==> src/rtl/mips_pkg.sv <==
// mips_pkg: shared constants for the multicycle MIPS core.
//   - Memory bridge FSM state encoding and default bus timeout.
//   - ALU operation codes driven by the ALU decoder.
//   - Primary opcode field values decoded by the control FSM.
//   - isWordAligned(): helper used for the access alignment check.
package mips_pkg;

  // Memory bridge FSM
  typedef enum logic [1:0] {
    MEM_IDLE = 2'd0,
    MEM_REQ  = 2'd1,
    MEM_DONE = 2'd2,
    MEM_ERR  = 2'd3
  } memState_t;

  localparam int MEM_TIMEOUT_DEFAULT = 15;
  // Wide enough for the full 1..255 timeout range.
  localparam int MEM_WAIT_CNT_W      = 8;

  // ALU operation select
  typedef enum logic [2:0] {
    ALU_AND = 3'b000,
    ALU_OR  = 3'b001,
    ALU_ADD = 3'b010,
    ALU_SUB = 3'b110,
    ALU_SLT = 3'b111
  } aluOp_t;

  // Instruction opcode field (instr[31:26])
  localparam logic [5:0] OP_RTYPE = 6'h00;
  localparam logic [5:0] OP_J     = 6'h02;
  localparam logic [5:0] OP_BEQ   = 6'h04;
  localparam logic [5:0] OP_ADDI  = 6'h08;
  localparam logic [5:0] OP_LW    = 6'h23;
  localparam logic [5:0] OP_SW    = 6'h2B;

  function automatic logic isWordAligned(input logic [1:0] lowBits);
    return lowBits == 2'b00;
  endfunction

endpackage

==> src/rtl/timeout_counter.sv <==
// timeout_counter: wait-cycle counter for the memory bridge.
// Ports:
//   clk, reset  - clock, synchronous active-high reset
//   clear       - forces the count back to 0 (highest priority after reset)
//   enable      - advance the count by one this cycle
//   tc          - terminal count: high when the count equals TERMINAL-1,
//                 i.e. the cycle in which a further no-ack cycle would make
//                 TERMINAL wait cycles in total.
module timeout_counter #(
  parameter int CNT_W    = 8,
  parameter int TERMINAL = 15
) (
  input  logic clk,
  input  logic reset,
  input  logic clear,
  input  logic enable,
  output logic tc
);

  localparam logic [CNT_W-1:0] TC_VAL = CNT_W'(TERMINAL - 1);

  logic [CNT_W-1:0] count;

  always_ff @(posedge clk) begin
    if (reset || clear) count <= '0;
    else if (enable)    count <= count + CNT_W'(1);
  end

  assign tc = (count == TC_VAL);

endmodule

==> src/rtl/mips_mem_bridge.sv <==
// mips_mem_bridge: adapts the multicycle MIPS control FSM's single-cycle
// memory strobes to a req/ack external bus with a bounded wait.
// Ports:
//   clk, reset            - clock, synchronous active-high reset
//   mem_read, mem_write   - processor request strobes
//   address, write_data   - byte address and store data from the datapath
//   read_data             - registered load result (held until next read)
//   busy                  - stall to the control FSM
//   done, err             - one-cycle completion / failure pulses
//   bus_req/we/addr/wdata - external request, held until ack or timeout
//   bus_rdata, bus_ack    - external response
module mips_mem_bridge
  import mips_pkg::*;
#(
  parameter int TIMEOUT_CYCLES = MEM_TIMEOUT_DEFAULT,
  parameter int ADDR_W         = 32
) (
  input  logic              clk,
  input  logic              reset,
  input  logic              mem_read,
  input  logic              mem_write,
  input  logic [ADDR_W-1:0] address,
  input  logic [31:0]       write_data,
  output logic [31:0]       read_data,
  output logic              busy,
  output logic              done,
  output logic              err,
  output logic              bus_req,
  output logic              bus_we,
  output logic [ADDR_W-1:0] bus_addr,
  output logic [31:0]       bus_wdata,
  input  logic [31:0]       bus_rdata,
  input  logic              bus_ack
);

  memState_t         state, stateNext;
  logic [ADDR_W-1:0] addrQ;
  logic [31:0]       wdataQ;
  logic [31:0]       rdataQ;
  logic              weQ;

  logic anyReq, legalReq, acceptReq;
  logic waitClr, waitEn, waitTc;

  assign anyReq    = mem_read | mem_write;
  assign legalReq  = (mem_read ^ mem_write) && isWordAligned(address[1:0]);
  assign acceptReq = (state == MEM_IDLE) && legalReq;

  // Counter is held at 0 outside REQ so it always starts fresh on entry.
  assign waitClr = (state != MEM_REQ);
  assign waitEn  = (state == MEM_REQ) && !bus_ack;

  timeout_counter #(
    .CNT_W   (MEM_WAIT_CNT_W),
    .TERMINAL(TIMEOUT_CYCLES)
  ) uWait (
    .clk   (clk),
    .reset (reset),
    .clear (waitClr),
    .enable(waitEn),
    .tc    (waitTc)
  );

  always_ff @(posedge clk) begin
    if (reset) state <= MEM_IDLE;
    else       state <= stateNext;
  end

  always_comb begin
    stateNext = state;
    case (state)
      MEM_IDLE: begin
        if (legalReq)    stateNext = MEM_REQ;
        else if (anyReq) stateNext = MEM_ERR;  // both strobes or misaligned
      end
      MEM_REQ: begin
        // Ack wins over timeout when both land in the same cycle.
        if (bus_ack)     stateNext = MEM_DONE;
        else if (waitTc) stateNext = MEM_ERR;
      end
      MEM_DONE: stateNext = MEM_IDLE;
      MEM_ERR:  stateNext = MEM_IDLE;
      default:  stateNext = MEM_IDLE;
    endcase
  end

  // Request latches: the bus side sees frozen values for the whole transfer,
  // so datapath muxes may move while we wait.
  always_ff @(posedge clk) begin
    if (reset) begin
      addrQ  <= '0;
      wdataQ <= '0;
      weQ    <= 1'b0;
    end else if (acceptReq) begin
      addrQ  <= {address[ADDR_W-1:2], 2'b00};
      wdataQ <= write_data;
      weQ    <= mem_write;
    end
  end

  always_ff @(posedge clk) begin
    if (reset)                                       rdataQ <= '0;
    else if ((state == MEM_REQ) && bus_ack && !weQ)  rdataQ <= bus_rdata;
  end

  assign bus_req   = (state == MEM_REQ);
  assign bus_we    = (state == MEM_REQ) && weQ;
  assign bus_addr  = addrQ;
  assign bus_wdata = wdataQ;
  assign read_data = rdataQ;
  assign done      = (state == MEM_DONE);
  assign err       = (state == MEM_ERR);
  // Combinational so the control FSM stalls in the very cycle it asks.
  assign busy      = !reset && (((state == MEM_IDLE) && anyReq) || (state == MEM_REQ));

endmodule

==> config.mk <==
export PLATFORM = sky130hd
export DESIGN_NAME = mips_mem_bridge
export DESIGN_NICKNAME = d
export VERILOG_FILES = /design/src/rtl/mips_pkg.sv /design/src/rtl/timeout_counter.sv /design/src/rtl/mips_mem_bridge.sv
export SDC_FILE = /design/constraint.sdc
export NUM_CORES = 1
export LEC_CHECK = 0
export CAP_MARGIN = 5
export CORE_UTILIZATION = 41
export CTS_BUF_LIST = sky130_fd_sc_hd__clkbuf_4 sky130_fd_sc_hd__clkbuf_8
export DETAILED_ROUTE_END_ITERATION = 10
export MAX_ROUTING_LAYER = met4
export PLACE_DENSITY_LB_ADDON = 0.08
export SLEW_MARGIN = 10
export SYNTH_ARGS = -nofsm -noshare
export SYNTH_HDL_FRONTEND = slang
export SYNTH_SLANG_ARGS = --single-unit
==> constraint.sdc <==
create_clock -name clk -period 2 [get_ports clk]
set_input_delay 0.3 -clock clk [delete_from_list [all_inputs] [get_ports clk]]
set_output_delay 0.3 -clock clk [all_outputs]
set_load 0.01 [all_outputs]
# == Word-level counts from Yosys, hierarchy flattened ==
# Index checks and enable logic that the tools add are counted.
# W data, S select, Z words.
# totals
ff_bits,105
input_bits,101
out_inout_bits,101
wordCells,38
# classes
add_sub_neg,1
eq_ne,7
n_mux,5
bitwise_logic,2
n_reduce_logical,17
# ops
op,count
$add A8 B1 Y8 const B,1
$eq A8 B4 Y1 const B,1
$logic_and A1 B1 Y1,8
$mux W2,4
$pmux W2 S3,1
$eq A2 B2 Y1 const B,2
$logic_not A2 Y1,2
$logic_not A1 Y1,3
$ne A3 B1 Y1 const B,1
$ne A3 B3 Y1 const B,1
$eq A2 B1 Y1 const B,1
$logic_or A1 B1 Y1,2
$ne A2 B1 Y1 const B,1
$reduce_and A2 Y1,1
$reduce_or A2 Y1,1
$or A1 B1 Y1,1
$xor A1 B1 Y1,1

# == Depth between registers and ports, before layout ==
# depth
word_depth,4
depth_mapped,7
mapped_depth_nobuf,5

# == Hierarchy ==
# Synthesis repeated with hierarchy kept, for this count alone.
# hier_totals
hier_cells,477
hier_area_um2,4528.1
# by_module_without_submodules
mod,instances,cells_per_inst,area_each_um2
mips_mem_bridge,1,435,4144.0
timeout_counter,1,42,384.1

# == Worst setup path before layout ==
# Ideal clock, no wire load.
# synth_timing
path_type,input-to-reg
from,in mem_read
to,reg addrQ[11] (netlist: bus_addr[11])
setup_ps,132
arrival_time_ps,1494
required_ps,1868
path_slack_ps,373
path_stages,7
path_buffers,2
path_cell_list,inv_1 -> ha_1 -> or3b_1 -> clkbuf_1 -> clkbuf_1 -> o21ai_1 -> a21oi_1
# synth_between
elab_chain_cells,3
# synth_lines
item,line,rtl
"start, declared",mips_mem_bridge.sv:20,"input logic mem_read,"
$xor A1 B1 Y1,mips_mem_bridge.sv:46,assign legalReq = (mem_read ^ mem_write) && isWordAligned(address[1:0]);
$logic_and A1 B1 Y1,mips_mem_bridge.sv:46,
$logic_and A1 B1 Y1,mips_mem_bridge.sv:47,assign acceptReq = (state == MEM_IDLE) && legalReq;
"end signal, assigned",mips_mem_bridge.sv:95,"addrQ <= {address[ADDR_W-1:2], 2'b00};"
"end, declared",mips_mem_bridge.sv:37,logic [ADDR_W-1:0] addrQ;
# No other way between the ends.
# A chain may end at the register's enable or synchronous reset.

# == Final worst setup path ==
# layout_timing
from,in mem_write
to,reg addrQ[23] (netlist: bus_addr[23])
# layout_between
elab_chain_cells,3
# layout_lines
item,line,rtl
"start, declared",mips_mem_bridge.sv:21,"input logic mem_write,"
$xor A1 B1 Y1,mips_mem_bridge.sv:46,
$logic_and A1 B1 Y1,mips_mem_bridge.sv:46,
$logic_and A1 B1 Y1,mips_mem_bridge.sv:47,
# No other way between the ends.

==> results by group <==
Drt
  – Detailed-route vias per instance: 5.19
  – First-pass DRT Iterations: 4
  – DRC violation count after routing: 0
  – Routed via count: 4207
  – DRT Wirelength: 12300 um
  – Number of DRC violations after detailed-routing iteration 0: 165
  – Wire length per cell after detailed routing: 15.2 um
  – Final ANT Viol Nets: 0

Synthesis
  – Synth Warn #: 0
  – Post-synthesis sequential element count: 105
  – Post-synth EDFFs: 0
  – Main synth FF type: dfxtp_1
  – Share of flip-flops with an asynchronous set or reset after synthesis: 0
  – Syn Std Cell Area: 4030 um2
  – Post-synthesis area per instance: 8.04 um2
  – Post-synth cell types: 30
  – Proportion of synthesized chip area in sequential cells: 0.522
  – Synthesized netlist cell count: 501

STA
  – Total count of max-transition violations in the final report: 0
  – Final hold violation count: 0
  – Setup-violating endpoint count in the final report: 0
  – Setup repair after global routing missed its margin: no
  – Clk_skew: 9.90 ps
  – Slew at the pin with the worst max-slew slack: 618 ps
  – Period utilisation layout: 0.956
  – F_max: 523 MHz
  – Crit path time final: 1910 ps
  – Worst rel slew slack: 0.588
  – Hold slack: 457 ps

Pwr
  – Leakage power total: 2.14 nW
  – Maximum resistive drop on vdd: 414 uV
  – Power density over the cells: 712 nW/um2

Critical path
  – Data required time at the worst endpoint: 2230 ps
  – Logic depth of the worst register-to-register path: 4
  – Maximum fanout along the worst path: 48
  – Worst setup EP type: register
  – CP startpoint kind: primary input
  – Internal reg-to-reg setup slack: 360 ps
  – Worst Path Arrival: 2140 ps
  – Critical setup path kind: primary input to register

Final layout
  – Most common cell after layout, fill and taps aside: clkdlybuf4s50_1
  – Layout Nets: 780
  – Fill count: 834
  – Area growth, synth to finish: 59.3%
  – Share of post-route cells with drive strength above 1: 0.0602
  – Area of all placed cells without fillers: 6410 um2
  – Most frequent cells in the layout: clkdlybuf4s50_1, a21oi_1, dfxtp_1
  – Cell Count, Final, Fillers Out: 810
  – Number of antenna repair diodes: 0

Clock tree
  – Register clock-pin slew on the reported worst setup and hold paths: 100 ps
  – Root Driver: clkbuf_8
  – Clock insertion delay at the later pin of the skew report: 350 ps
  – Clock Sink Count: 105
  – Clock tree from TritonCTS: built
  – Number of levels the H-tree was split into: 3
  – Total clock buffers created by CTS: 9
  – Setup repair bufs after CTS: 0
  – CTS Buffer Depth: 2

GRT
  – Vias in the first global route: 4038
  – Wire length of the first global-routing pass: 19400 um
  – All-layer global routing usage: 0.247
  – Global route total overflow: 0
  – Initial antenna violation count: 0
  – Pin count of the biggest net entering global routing: 59

Floorplanning
  – Die Span Y: 101 um
  – Area of the placeable core: 9370 um2
  – Area enclosed by the die boundary: 10200 um2
  – Die width: 101 um
  – Effective utilization at floorplan: 0.430
  – Number of I/O pins: 202
  – Total number of placement rows: 35

Flow run
  – Max cap viols: 0

Place
  – # port buffers: 199
  – Placed cells: 794
  – Global placement routability congestion: 0.808
  – Post-DP HPWL: 8540 um
  – Post-Place Cell Area: 6180 um2

Worst hold path
  – Worst Hold Depth: 2
  – Tightest Hold Check Type: register to register

Run status
  – Run status: finished clean
layout make-up:
cell class              instances  area [um2]  area share
repair buffers                215        2170       0.338
flip-flops and latches        105        2110       0.328
multi-input cells             340        1730       0.270
well taps                     129         161      0.0252
clock buffers                  10         138      0.0215
clock inverters                 6        90.1      0.0140
inverters                       5        18.8     0.00293
cell families after synthesis:
family / synth area share
AOI/OAI and AO/OA: 0.221
xor gates and xnor gates: 0.00218
adders and majority gates: 0.00932
buffers and inverters: 0.0581
DFF: 0.522
other: 0.000931
and+or+nand+nor: 0.187
power by group:
group          internal (W)  total (W)  switching, W
clock network      0.000745    0.00147      0.000728
logic              0.000443   0.000869      0.000426
registers           0.00217    0.00222     0.0000547
per-layer routing:
metal	vias to the layer above	routed length, um	global-route usage
met5	-	0	-
met4	0	283	0.0948
met3	19	699	0.0555
met2	142	6040	0.400
met1	1962	5270	0.299
li1	2084	-	-
registers in the layout (all words and copies together), names as in the netlist:
name         cells
uWait.count      8
read_data       32
state            2
weQ              1
bus_wdata       32
bus_addr        30
synthesized netlist by cell type (3+ instances only):
master / count / share of area
nand3_1: 65 / 0.081
o21ai_0: 36 / 0.045
o21ai_1: 32 / 0.040
or3_1: 4 / 0.0062
nor2_1: 5 / 0.0047
buf_4: 3 / 0.0056
a21oi_1: 105 / 0.13
ha_1: 3 / 0.0093
inv_1: 5 / 0.0047
clkbuf_1: 47 / 0.044
nand2_1: 66 / 0.062
dfxtp_1: 105 / 0.52
critical path, cell delays in order:
cell and delay, ps:
clkdlybuf4s50_1 490, inv_1 50, ha_1 280, or3b_2 500, buf_12 210, o21ai_0 200, a21oi_1 90
per-stage QoR:
step                      total power [W]   util  worst slack (ps)  TNS [ps]
after global routing              0.00478  0.685              2.15         0
after detailed placement          0.00314  0.659              -290    -14040
final                             0.00457  0.685              88.2         0
after CTS                         0.00461  0.684             0.583         0
after global placement            0.00312  0.659              -200    -10120
after floorplan                   0.00263      -               373         0
repair_timing:
action / 4_1_cts / 5_1_grt
hold buffers: 0 / 0
pin swaps: 0 / 0
endpoints found under the hold margin: 0 / 0
resized for setup: 4 / 3
setup endpoints to repair: 5 / 2
final timing paths:
path,startpoint,endpoint
hold reg to reg,read_data[25],read_data[25]
hold / removal,read_data[25],read_data[25]
setup reg to reg,state[1],uWait.count[3]
setup / recovery,mem_write,bus_addr[23]
Note: power is estimated with default switching activity, not from simulation.
